## config.mk

```make
export PLATFORM = sky130hd
export DESIGN_NAME = dma_region_guard
export DESIGN_NICKNAME = d
export VERILOG_FILES = /design/src/rtl/dma_guard_pkg.sv /design/src/rtl/dma_region_match.sv /design/src/rtl/dma_region_guard.sv
export SDC_FILE = /design/constraint.sdc
export NUM_CORES = 1
export LEC_CHECK = 0
export BUFFER_PORTS_ARGS = -buffer_cell sky130_fd_sc_hd__buf_4
export CAP_MARGIN = 10
export CORE_MARGIN = 8
export CORE_UTILIZATION = 50
export DETAILED_ROUTE_END_ITERATION = 12
export GPL_ROUTABILITY_DRIVEN = 1
export MAX_ROUTING_LAYER = met4
export PLACE_DENSITY = 0.82
export REMOVE_ABC_BUFFERS = 1
export SYNTH_ARGS = -nofsm -noshare
export SYNTH_HDL_FRONTEND = slang
export SYNTH_SLANG_ARGS = --single-unit
```

## constraint.sdc

```tcl
create_clock -name clk -period 6.65 [get_ports clk]
set_clock_uncertainty 0.2 [all_clocks]
set_input_delay 1.33 -clock clk [delete_from_list [all_inputs] [get_ports clk]]
set_output_delay 1.33 -clock clk [all_outputs]
set_load 0.005 [all_outputs]
```

## src/rtl/dma_guard_pkg.sv

```systemverilog
// Shared constants and types for the DMA region guard: FSM encoding,
// default VRASED region map and violation record layout.
package dma_guard_pkg;

  localparam logic ST_KILL = 1'b1;
  localparam logic ST_RUN  = 1'b0;

  localparam logic [15:0] SDATA_BASE = 16'h0400;
  localparam logic [15:0] SDATA_SIZE = 16'h0C00;
  localparam logic [15:0] CTR_BASE   = 16'h9000;
  localparam logic [15:0] CTR_SIZE   = 16'h001F;

  localparam logic [15:0] DEFAULT_RESET_HANDLER = 16'h0000;

  localparam int ID_W   = 3;
  localparam int CNT_W  = 8;
  localparam int HOLD_W = 8;

  localparam logic [CNT_W-1:0] CNT_MAX = '1;

  typedef struct packed {
    logic             valid;
    logic [ID_W-1:0]  id;
    logic [15:0]      addr;
    logic [CNT_W-1:0] cnt;
  } viol_rec_t;

endpackage

```

## src/rtl/dma_region_match.sv

```systemverilog
// Single-region DMA address check; compares in 17 bits so a region may end
// exactly at 0x10000 without wrapping.
module dma_region_match #(
  parameter logic [15:0] BASE = 16'h0000,
  parameter logic [15:0] SIZE = 16'h0000,
  parameter logic        MODE = 1'b1
) (
  input  logic [15:0] addr,
  input  logic        en,
  input  logic        we,
  output logic        deny
);

  localparam logic [16:0] LO = {1'b0, BASE};
  localparam logic [16:0] HI = {1'b0, BASE} + {1'b0, SIZE};

  logic w_hit;

  assign w_hit = en && (SIZE != 16'h0000) &&
                 ({1'b0, addr} >= LO) && ({1'b0, addr} < HI);
  assign deny  = w_hit && (MODE || we);

endmodule

```

## src/rtl/dma_region_guard.sv

```systemverilog
// DMA access monitor over NREG regions: holds the MCU in reset after a
// denied access and keeps a record of the first cause of each kill.
module dma_region_guard
  import dma_guard_pkg::*;
#(
  parameter int                NREG          = 2,
  parameter logic [16*NREG-1:0] REGION_BASE  = {CTR_BASE, SDATA_BASE},
  parameter logic [16*NREG-1:0] REGION_SIZE  = {CTR_SIZE, SDATA_SIZE},
  parameter logic [NREG-1:0]   REGION_MODE   = 2'b11,
  parameter logic [15:0]       RESET_HANDLER = DEFAULT_RESET_HANDLER,
  parameter int                HOLD_CYCLES   = 3
) (
  input  logic             clk,
  input  logic             reset_n,
  input  logic [15:0]      pc,
  input  logic [15:0]      dma_addr,
  input  logic             dma_en,
  input  logic             dma_we,
  output logic             reset,
  output logic             viol_valid,
  output logic [ID_W-1:0]  viol_id,
  output logic [15:0]      viol_addr,
  output logic [CNT_W-1:0] viol_cnt
);

  localparam logic [HOLD_W-1:0] HOLD_INIT = HOLD_W'(HOLD_CYCLES);

  logic [NREG-1:0]   w_deny;
  logic              w_viol;
  logic [ID_W-1:0]   w_id;

  logic              r_state;
  logic [HOLD_W-1:0] r_hold;
  viol_rec_t         r_rec;

  genvar gi;
  generate
    for (gi = 0; gi < NREG; gi++) begin : g_region
      dma_region_match #(
        .BASE (REGION_BASE[16*gi +: 16]),
        .SIZE (REGION_SIZE[16*gi +: 16]),
        .MODE (REGION_MODE[gi])
      ) u_match (
        .addr (dma_addr),
        .en   (dma_en),
        .we   (dma_we),
        .deny (w_deny[gi])
      );
    end
  endgenerate

  assign w_viol = |w_deny;

  // Scan from the top down so the lowest denying index wins on overlap.
  always_comb begin
    w_id = '0;
    for (int i = NREG - 1; i >= 0; i--) begin
      if (w_deny[i]) begin
        w_id = ID_W'(i);
      end
    end
  end

  always_ff @(posedge clk or negedge reset_n) begin
    if (!reset_n) begin
      r_state <= ST_KILL;
      r_hold  <= HOLD_INIT;
      r_rec   <= '0;
    end else begin
      case (r_state)
        ST_RUN: begin
          if (w_viol) begin
            r_state     <= ST_KILL;
            r_hold      <= HOLD_INIT;
            r_rec.valid <= 1'b1;
            r_rec.id    <= w_id;
            r_rec.addr  <= dma_addr;
            if (r_rec.cnt != CNT_MAX) begin
              r_rec.cnt <= r_rec.cnt + 1'b1;
            end
          end
        end
        default: begin
          // A repeat violation while killed only restarts the hold window;
          // the record keeps the access that caused the kill.
          if (w_viol) begin
            r_hold <= HOLD_INIT;
          end else begin
            if (r_hold == '0 && pc == RESET_HANDLER) begin
              r_state <= ST_RUN;
            end
            if (r_hold != '0) begin
              r_hold <= r_hold - 1'b1;
            end
          end
        end
      endcase
    end
  end

  assign reset      = (r_state == ST_KILL);
  assign viol_valid = r_rec.valid;
  assign viol_id    = r_rec.id;
  assign viol_addr  = r_rec.addr;
  assign viol_cnt   = r_rec.cnt;

endmodule

```

# Word level (Yosys, flattened, before mapping)
# Index checks and enable logic that the tools add are counted.
dict set report classes {
  eq_ne 1
  add_sub_neg 2
  n_lt_le_gt_ge 4
  muxes 10
  bitwise_logic 1
  n_reduce_logical 14
}
# operator n
set op_table {}
lappend op_table {{$mux W8} 4}
lappend op_table {{$ge A16 B11 Y1 const B} 1}
lappend op_table {{$ge A16 B16 Y1 const B} 1}
lappend op_table {{$logic_not A16 Y1} 1}
lappend op_table {{$lt A16 B13 Y1 const B} 1}
lappend op_table {{$lt A16 B16 Y1 const B} 1}
lappend op_table {{$add A8 B1 Y8 const B} 1}
lappend op_table {{$logic_not A8 Y1} 1}
lappend op_table {{$ne A8 B8 Y1 const B} 1}
lappend op_table {{$reduce_bool A8 Y1} 1}
lappend op_table {{$sub A8 B1 Y8 const B} 1}
lappend op_table {{$mux W1} 6}
lappend op_table {{$logic_and A1 B1 Y1} 5}
lappend op_table {{$reduce_and A2 Y1} 2}
lappend op_table {{$reduce_bool A2 Y1} 2}
lappend op_table {{$reduce_and A3 Y1} 1}
lappend op_table {{$reduce_or A2 Y1} 1}
lappend op_table {{$not A1 Y1} 1}
dict set report word_totals {
  output_inout_bits 29
  regBits 37
}

# Longest topological paths before layout
# Gate-level depths: netlist (run 1).
dict set report logic_depth {
  ltp_word 6
  mapped_depth 7
  mapped_depth_nobuf 7
}

# By module
# Synthesis (run 1) repeated with hierarchy kept, for this count alone.
dict set report unflattened {
  hier_cells 144
  hier_area_um2 1671.6
}
# mod area_per_inst_um2 seq_area_each_um2 instances cells_per_inst
set modules_own_cells {}
lappend modules_own_cells {dma_region_guard 1592.8 879.6 1 135}
lappend modules_own_cells {{dma_region_match (g_region[1].u_match)} 62.6 0.0 1 6}
lappend modules_own_cells {{dma_region_match (g_region[0].u_match)} 16.3 0.0 1 3}

# Worst setup path after synthesis (run 1)
# OpenSTA, ideal clock, no wires.
dict set report synth_timing {
  path_kind {input -> register}
  from {input port dma_addr[14]}
  to {register r_rec, in the netlist viol_addr[10]}
  cell_stages 5
  n_path_buf 1
  arrival_time_ns 2.937
  t_required_ns 6.325
  setup_time_ns 0.125
  path_slack_ns 3.389
  cell_sequence {or4b_4 -> or4_4 -> o21ai_4 -> buf_8 -> mux2_2}
}
dict set report synth_between {
  elab_chain_cells 5
  word_cells_on_any_way 10
  cone_classes {4 x order compare; 6 x reduce/logical}
}
# element line
set synth_lines {}
lappend synth_lines {{from (decl)} dma_region_guard.sv:16} ;# input logic [15:0] dma_addr,
lappend synth_lines {{$ge A16 B11 Y1 / $ge A16 B16 Y1 (equally long branches)} dma_region_match.sv:20} ;# ({1'b0, addr} >= LO) && ({1'b0, addr} < HI);
lappend synth_lines {{$logic_and A1 B1 Y1} dma_region_match.sv:19} ;# assign w_hit = en && (SIZE != 16'h0000) &&
lappend synth_lines {{$logic_and A1 B1 Y1} dma_region_match.sv:20}
lappend synth_lines {{$reduce_or A2 Y1 *} dma_region_guard.sv:52} ;# assign w_viol = |w_deny;
lappend synth_lines {{$reduce_and A2 Y1 (no source line) *} --}
lappend synth_lines {{to (decl)} dma_region_guard.sv:34} ;# viol_rec_t r_rec;
# Every way passes the cells marked *; elsewhere a longest branch is shown, timed or not.
# A chain may end at the register's enable or synchronous reset.

# Worst setup path in the final report (run 1)
dict set report layout_timing {
  from {input port dma_addr[14]}
  to {register r_rec, in the netlist viol_cnt[7]}
}
dict set report layout_between {
  elab_chain_cells 5
  word_cells_on_any_way 10
  cone_classes {4 x order compare; 6 x reduce/logical}
}
# element line
set layout_lines {}
lappend layout_lines {{$ge A16 B11 Y1 / $ge A16 B16 Y1 (equally long branches)} dma_region_match.sv:20}
lappend layout_lines {{$logic_and A1 B1 Y1} dma_region_match.sv:19}
lappend layout_lines {{$logic_and A1 B1 Y1} dma_region_match.sv:20}
lappend layout_lines {{$reduce_or A2 Y1 *} dma_region_guard.sv:52}
lappend layout_lines {{$reduce_and A3 Y1 (no source line) *} --}
# Marked as above.

==> results.sh, run 1 <==
export IMPL_areaGrowthSynthToFinish_pct=31.6
export IMPL_io_pins=65
export IMPL_design_area_mm2=0.00221
export IMPL_hold_ws_ps=287
export IMPL_critPathRequiredTime_ps=6660
export IMPL_cp_arrival_ps=3180
export IMPL_cts_buffer_depth=2
export IMPL_dr_pass1_iters=5
export IMPL_grt_usage=0.159
export IMPL_syn_instance_count=141
export IMPL_synth_cell_types=42
export IMPL_vdd_ir_drop_max_uv=164
export IMPL_grt_pass1_wl_um=6550
export IMPL_start_util=0.512
export IMPL_worst_setup_path_type="in2reg"
export IMPL_root_buffer="clkbuf_4"
export IMPL_p_leak_nw=1.06
export IMPL_yosys_area_share_simple=0.199
export IMPL_p_clk_frac=0.175
export IMPL_synth_compound_area_frac=0.0662
export IMPL_drt_wl_total_um=3940
export IMPL_synth_top_family_by_area="simple AND/OR/NAND/NOR gates"
export IMPL_ant_nets=0
export IMPL_rsz0062_at_grt="false"
export IMPL_hold_path_class="reg2reg"
export IMPL_comb_power_share=0.308
export IMPL_drive_above_1_share=0.437
export IMPL_cp_start_kind="input port"
export IMPL_yosys_mux_area_fraction=0.0959
export IMPL_portBuffers=61
export IMPL_antenna_found_initial=0
export IMPL_cts_resized=0
export IMPL_clock_sinks=35
export IMPL_p_int_uw=417
export IMPL_ys_seq_area_frac=0.523
export IMPL_netlist_area_mm2=0.00168
export IMPL_met1Wirelength_um=1410
export IMPL_power_switching_uw=191
export IMPL_post_synth_fa_ha_maj_area_fraction=0.0223
export IMPL_setup_violations=0
export IMPL_top_layer="met4"
export IMPL_grt_max_degree=36
export IMPL_crit_path_end_kind="flop"
export IMPL_grt_ovfl_total=0
export IMPL_cellPowerDensity_mw_per_mm2=275
export IMPL_synth_warning_count=0
export IMPL_avgSynthCellArea_um2=11.9
export IMPL_clk_pin_slew_worst_paths_ps=100
export IMPL_p_sw_frac=0.314
export IMPL_cts_inserted_buffers=5
export IMPL_max_freq_mhz=316
export IMPL_diodes=0
export IMPL_tightest_slew_ps=577
export IMPL_die_x_um=74.0
export IMPL_h_tree_depth=2
export IMPL_max_slew_margin=0.614
export IMPL_maxCapViolations=0
export IMPL_post_cts_buffers=0
export IMPL_dr_wl_met2_um=2200
export IMPL_drcViolationCount=0
export IMPL_hold_viol_final=0
export IMPL_p_seq_frac=0.517
export IMPL_post_route_period_util=0.476
export IMPL_yosys_area_share_xor_xnor=0.0625
export IMPL_viasPerCell=5.26
export IMPL_status="finished clean"
export IMPL_crit_fanout=18
export IMPL_grt_pass1_vias=1434
export IMPL_chipHeight_um=74.0
export IMPL_setup_tns_ps=0
export IMPL_dpl_hpwl_um=3170
export IMPL_dieArea_mm2=0.00548
export IMPL_layout_nets=244
export IMPL_cts_tree="yes"
export IMPL_postPlaceCellArea_mm2=0.00216
export IMPL_dr_wl_met3_um=306
export IMPL_wire_per_inst_um=15.6
export IMPL_async_reset_ff_frac=1.00
export IMPL_core_area_mm2=0.00328
export IMPL_synthFlopType="dfrtp_1"
export IMPL_std_cell_rows=21
export IMPL_drtIter0Drc=36
export IMPL_synth_edff_count=0
export IMPL_finalMaxSlewViolations=0
export IMPL_post_route_min_period_ps=3170
export IMPL_synth_seq_cells=35
export IMPL_post_cts_hold_buffer_count=0
export IMPL_vias=1326
export IMPL_insertion_delay_ps=320
export IMPL_gp_congestion=0.808
## per-layer routing
metal  vias to the layer above  GRT usage
li1                        636          -
met1                       649      0.163
met2                        37      0.273
met3                         4     0.0553
met4                         0     0.0554
met5                         -          -
## synthesized netlist by cell type, drive strengths merged (5+ instances only)
cell type	instances	share of area
nand4	5	0.028
nor2	10	0.022
dfrtp	32	0.48
mux2	14	0.096
nor4	9	0.033
xnor2	10	0.052
nand2	5	0.011
nand3	5	0.015
## path summary, 6_finish.rpt
path,from,end,slack (ps),depth (start not counted)
max,dma_addr[14],viol_cnt[7],3480,6
min,viol_valid,viol_valid,290,1
max reg2reg,r_hold[0],r_hold[5],4220,7
min reg2reg,viol_valid,viol_valid,290,1
max in group asynchronous,reset_n,r_hold[0],5170,1
min in group asynchronous,reset_n,viol_cnt[1],740,1
## power by group through the flow
stage	Clock [mW]	Sequential, mW	Combinational (mW)
final	0.106	0.315	0.187
after global routing	0.120	0.323	0.210
after CTS	0.110	0.315	0.191
after detailed placement	0	0.318	0.191
after global placement	0	0.313	0.178
after floorplan	0	0.310	0.102
## worst max-delay path: stages
cell	delay (ps)
buf_4	120
nor4b_1	480
nand4_1	250
o21ai_4	530
nand4_4	150
mux2_4	320
## layout by cell type, fill, tap and decap left out, types with 4 or more instances in the layout
| cell type | n |
|---|---|
| buf_4 | 61 |
| mux2_2 | 12 |
| nand2_1 | 5 |
| nor4_1 | 9 |
| nor2_1 | 10 |
| nand3_1 | 5 |
| nand4_1 | 4 |
| dfrtp_1 | 32 |
| xnor2_1 | 10 |
| clkbuf_4 | 5 |
## registers in the layout, summed over array words and instances (netlist names)
name,flops
reset,1
r_hold,8
viol_valid,1
viol_id,1
viol_addr,16
viol_cnt,8
## final cells by class
class,instances,area [µm²]
Tap cell,46,57.6
Fill cell,254,1070
Sequential cell,35,880
Clock inverter,1,5.00
Multi-Input combinational cell,99,758
Inverter,3,11.3
Timing Repair Buffer,61,458
Clock buffer,7,45.0
## metrics by stage
| step | power, mW | util | std cells | worst slack, ps |
|---|---|---|---|---|
| 2_1_floorplan | 0.412 | - | 137 | 3380 |
| 3_3_place_gp | 0.491 | 0.659 | 244 | 3170 |
| 3_5_place_dp | 0.509 | 0.659 | 244 | 3110 |
| 4_1_cts | 0.616 | 0.674 | 252 | 3440 |
| 5_1_grt | 0.653 | 0.674 | 252 | 3320 |
| 6_report | 0.608 | 0.674 | 252 | 3480 |
## cell families after synthesis
| family | Yosys count |
|---|---|
| buffers and inverters | 8 |
| xor gates and xnor gates | 12 |
| DFF | 35 |
| adders and majority gates | 3 |
| AOI/OAI and AO/OA | 13 |
| and+or+nand+nor | 55 |
| muxes | 14 |
| other | 1 |
(Power assumes the default switching activity.)
==> run 2: changes to the inputs <==
Settings changed: CORE_UTILIZATION 50 to 48, PLACE_DENSITY 0.82 to 0.79.
Clock period 6.65 ns to 3.3 ns, I/O delays scaled along.
==> run 2 against run 1 <==
  * Power increased by 100%
  * Sequential share of layout area decreased by 0.11 points
  * Critical path depth unchanged
  * Register-to-register slack got worse by 3400 ps
  * Cell count increased by 0.40%
  * First-iteration DRC count increased by 100%
  * Core utilization decreased by 1.4 points
  * Die area increased by 3.3%
  * Sequential cell count unchanged
  * Wire length increased by 1.1%
  * Via count increased by 0.30%
  * Critical path type unchanged
  * Highest routed layer unchanged
==> results.sh, run 2 (synthesis results as in run 1) <==
export IMPL_diodes=0
export IMPL_design_area_mm2=0.00222
export IMPL_fin_util=0.660
export IMPL_grt_pass1_wl_um=6350
export IMPL_ant_nets=0
export IMPL_post_route_period_util=0.752
export IMPL_max_freq_mhz=403
export IMPL_largest_reg_flops=16
export IMPL_clk_pin_slew_worst_paths_ps=110
export IMPL_root_buffer="clkbuf_4"
export IMPL_vdd_ir_drop_max_uv=329
export IMPL_drt_wl_total_um=3980
export IMPL_p_int_uw=844
export IMPL_cts_tree="yes"
export IMPL_tightest_slew_ps=559
export IMPL_portBuffers=61
export IMPL_gp_congestion=0.793
export IMPL_cts_buffer_depth=2
export IMPL_rsz0062_at_grt="false"
export IMPL_seqCellArea_um2=880
export IMPL_power_switching_uw=383
export IMPL_grt_pass1_vias=1391
export IMPL_cellPowerDensity_mw_per_mm2=553
export IMPL_drcViolationCount=0
export IMPL_crit_fanout=18
export IMPL_insertion_delay_ps=320
export IMPL_dieArea_mm2=0.00566
export IMPL_post_cts_buffers=0
export IMPL_place_ws_ps=458
export IMPL_comb_power_share=0.309
export IMPL_post_route_min_period_ps=2480
export IMPL_die_x_um=75.2
export IMPL_n_fill_cell=299
export IMPL_wire_per_inst_um=15.7
export IMPL_postPlaceCellArea_mm2=0.00217
export IMPL_hold_viol_final=0
export IMPL_maxCapViolations=0
export IMPL_max_slew_margin=0.626
export IMPL_drive_above_1_share=0.435
export IMPL_cp_start_kind="input port"
export IMPL_chipHeight_um=75.2
export IMPL_drtIter0Drc=73
export IMPL_grt_max_degree=36
export IMPL_p_seq_frac=0.515
export IMPL_setup_violations=0
export IMPL_p_clk_frac=0.176
export IMPL_p_leak_nw=1.07
export IMPL_hold_path_class="in2async"
export IMPL_multiInputGateArea_um2=758
export IMPL_core_area_mm2=0.00336
export IMPL_critPathRequiredTime_ps=3320
export IMPL_clock_sinks=35
export IMPL_worst_setup_path_type="in2reg"
export IMPL_layout_commonest_cell="buf_4"
export IMPL_vias=1330
export IMPL_dpl_hpwl_um=3230
export IMPL_crit_start="dma_addr[14]"
export IMPL_final_cell_mix="buf_4 (62), dfrtp_1 (32), mux2_2 (12)"
export IMPL_status="finished clean"
export IMPL_cts_resized=0
export IMPL_start_util=0.500
export IMPL_std_cell_rows=21
export IMPL_viasPerCell=5.26
export IMPL_p_sw_frac=0.312
export IMPL_layout_nets=245
export IMPL_setup_tns_ps=0
export IMPL_grt_usage=0.152
export IMPL_io_pins=65
export IMPL_p_total_mw=1.23
export IMPL_cp_arrival_ps=2510
export IMPL_dr_pass1_iters=5
export IMPL_fin_ws_ps=817
export IMPL_grt_ovfl_total=0
export IMPL_h_tree_depth=2
export IMPL_antenna_found_initial=0
export IMPL_cts_inserted_buffers=5
export IMPL_reg2reg_from="r_hold[0]"
export IMPL_crit_path_end_kind="flop"
export IMPL_areaGrowthSynthToFinish_pct=32.0
export IMPL_finalMaxSlewViolations=0
export IMPL_post_cts_hold_buffer_count=0
## run 2: final cells by class
type	instances	share of cell area
Clock buffer	8	0.0220
Timing Repair Buffer	62	0.210
Inverter	3	0.00507
Multi-Input combinational cell	99	0.341
Sequential cell	35	0.396
Tap cell	46	0.0259
## run 2: final timing paths
path / end / cells past startpoint / slack [ps]
max in group asynchronous: r_hold[1] / 1 / 2490
worst min register to register: viol_cnt[4] / 1 / 290
worst max-delay path: viol_cnt[7] / 6 / 820
worst max register to register: r_hold[5] / 7 / 860
min in group clk: viol_cnt[4] / 1 / 290
worst min-delay path: viol_cnt[7] / 1 / 70
## run 2: power by group through the flow
stage / clock network, mW / registers (mW) / logic (mW)
floorplan: 0 / 0.625 / 0.205
global placement: 0 / 0.630 / 0.361
detailed placement: 0 / 0.641 / 0.387
CTS: 0.223 / 0.633 / 0.389
global route: 0.244 / 0.651 / 0.419
finish: 0.215 / 0.632 / 0.380
## run 2: metal layers
metal,global-route usage,up-vias,share of wire
met4,0.0640,0,0.0083
met5,-,-,0
met2,0.266,38,0.56
met3,0.0386,4,0.051
li1,-,638,-
met1,0.158,650,0.38
## run 2: per-stage QoR
stage               hold WS (ps)  cells
floorplan                    164    137
global placement             256    245
detailed placement           265    245
CTS                         69.4    253
global route                70.6    253
finish                      66.8    253
## run 2: worst max-delay path: stages
cell     delay [ps]
buf_4           120
or4b_4          550
or4_4           460
o21ai_4         240
nand4_4         150
mux2_4          320
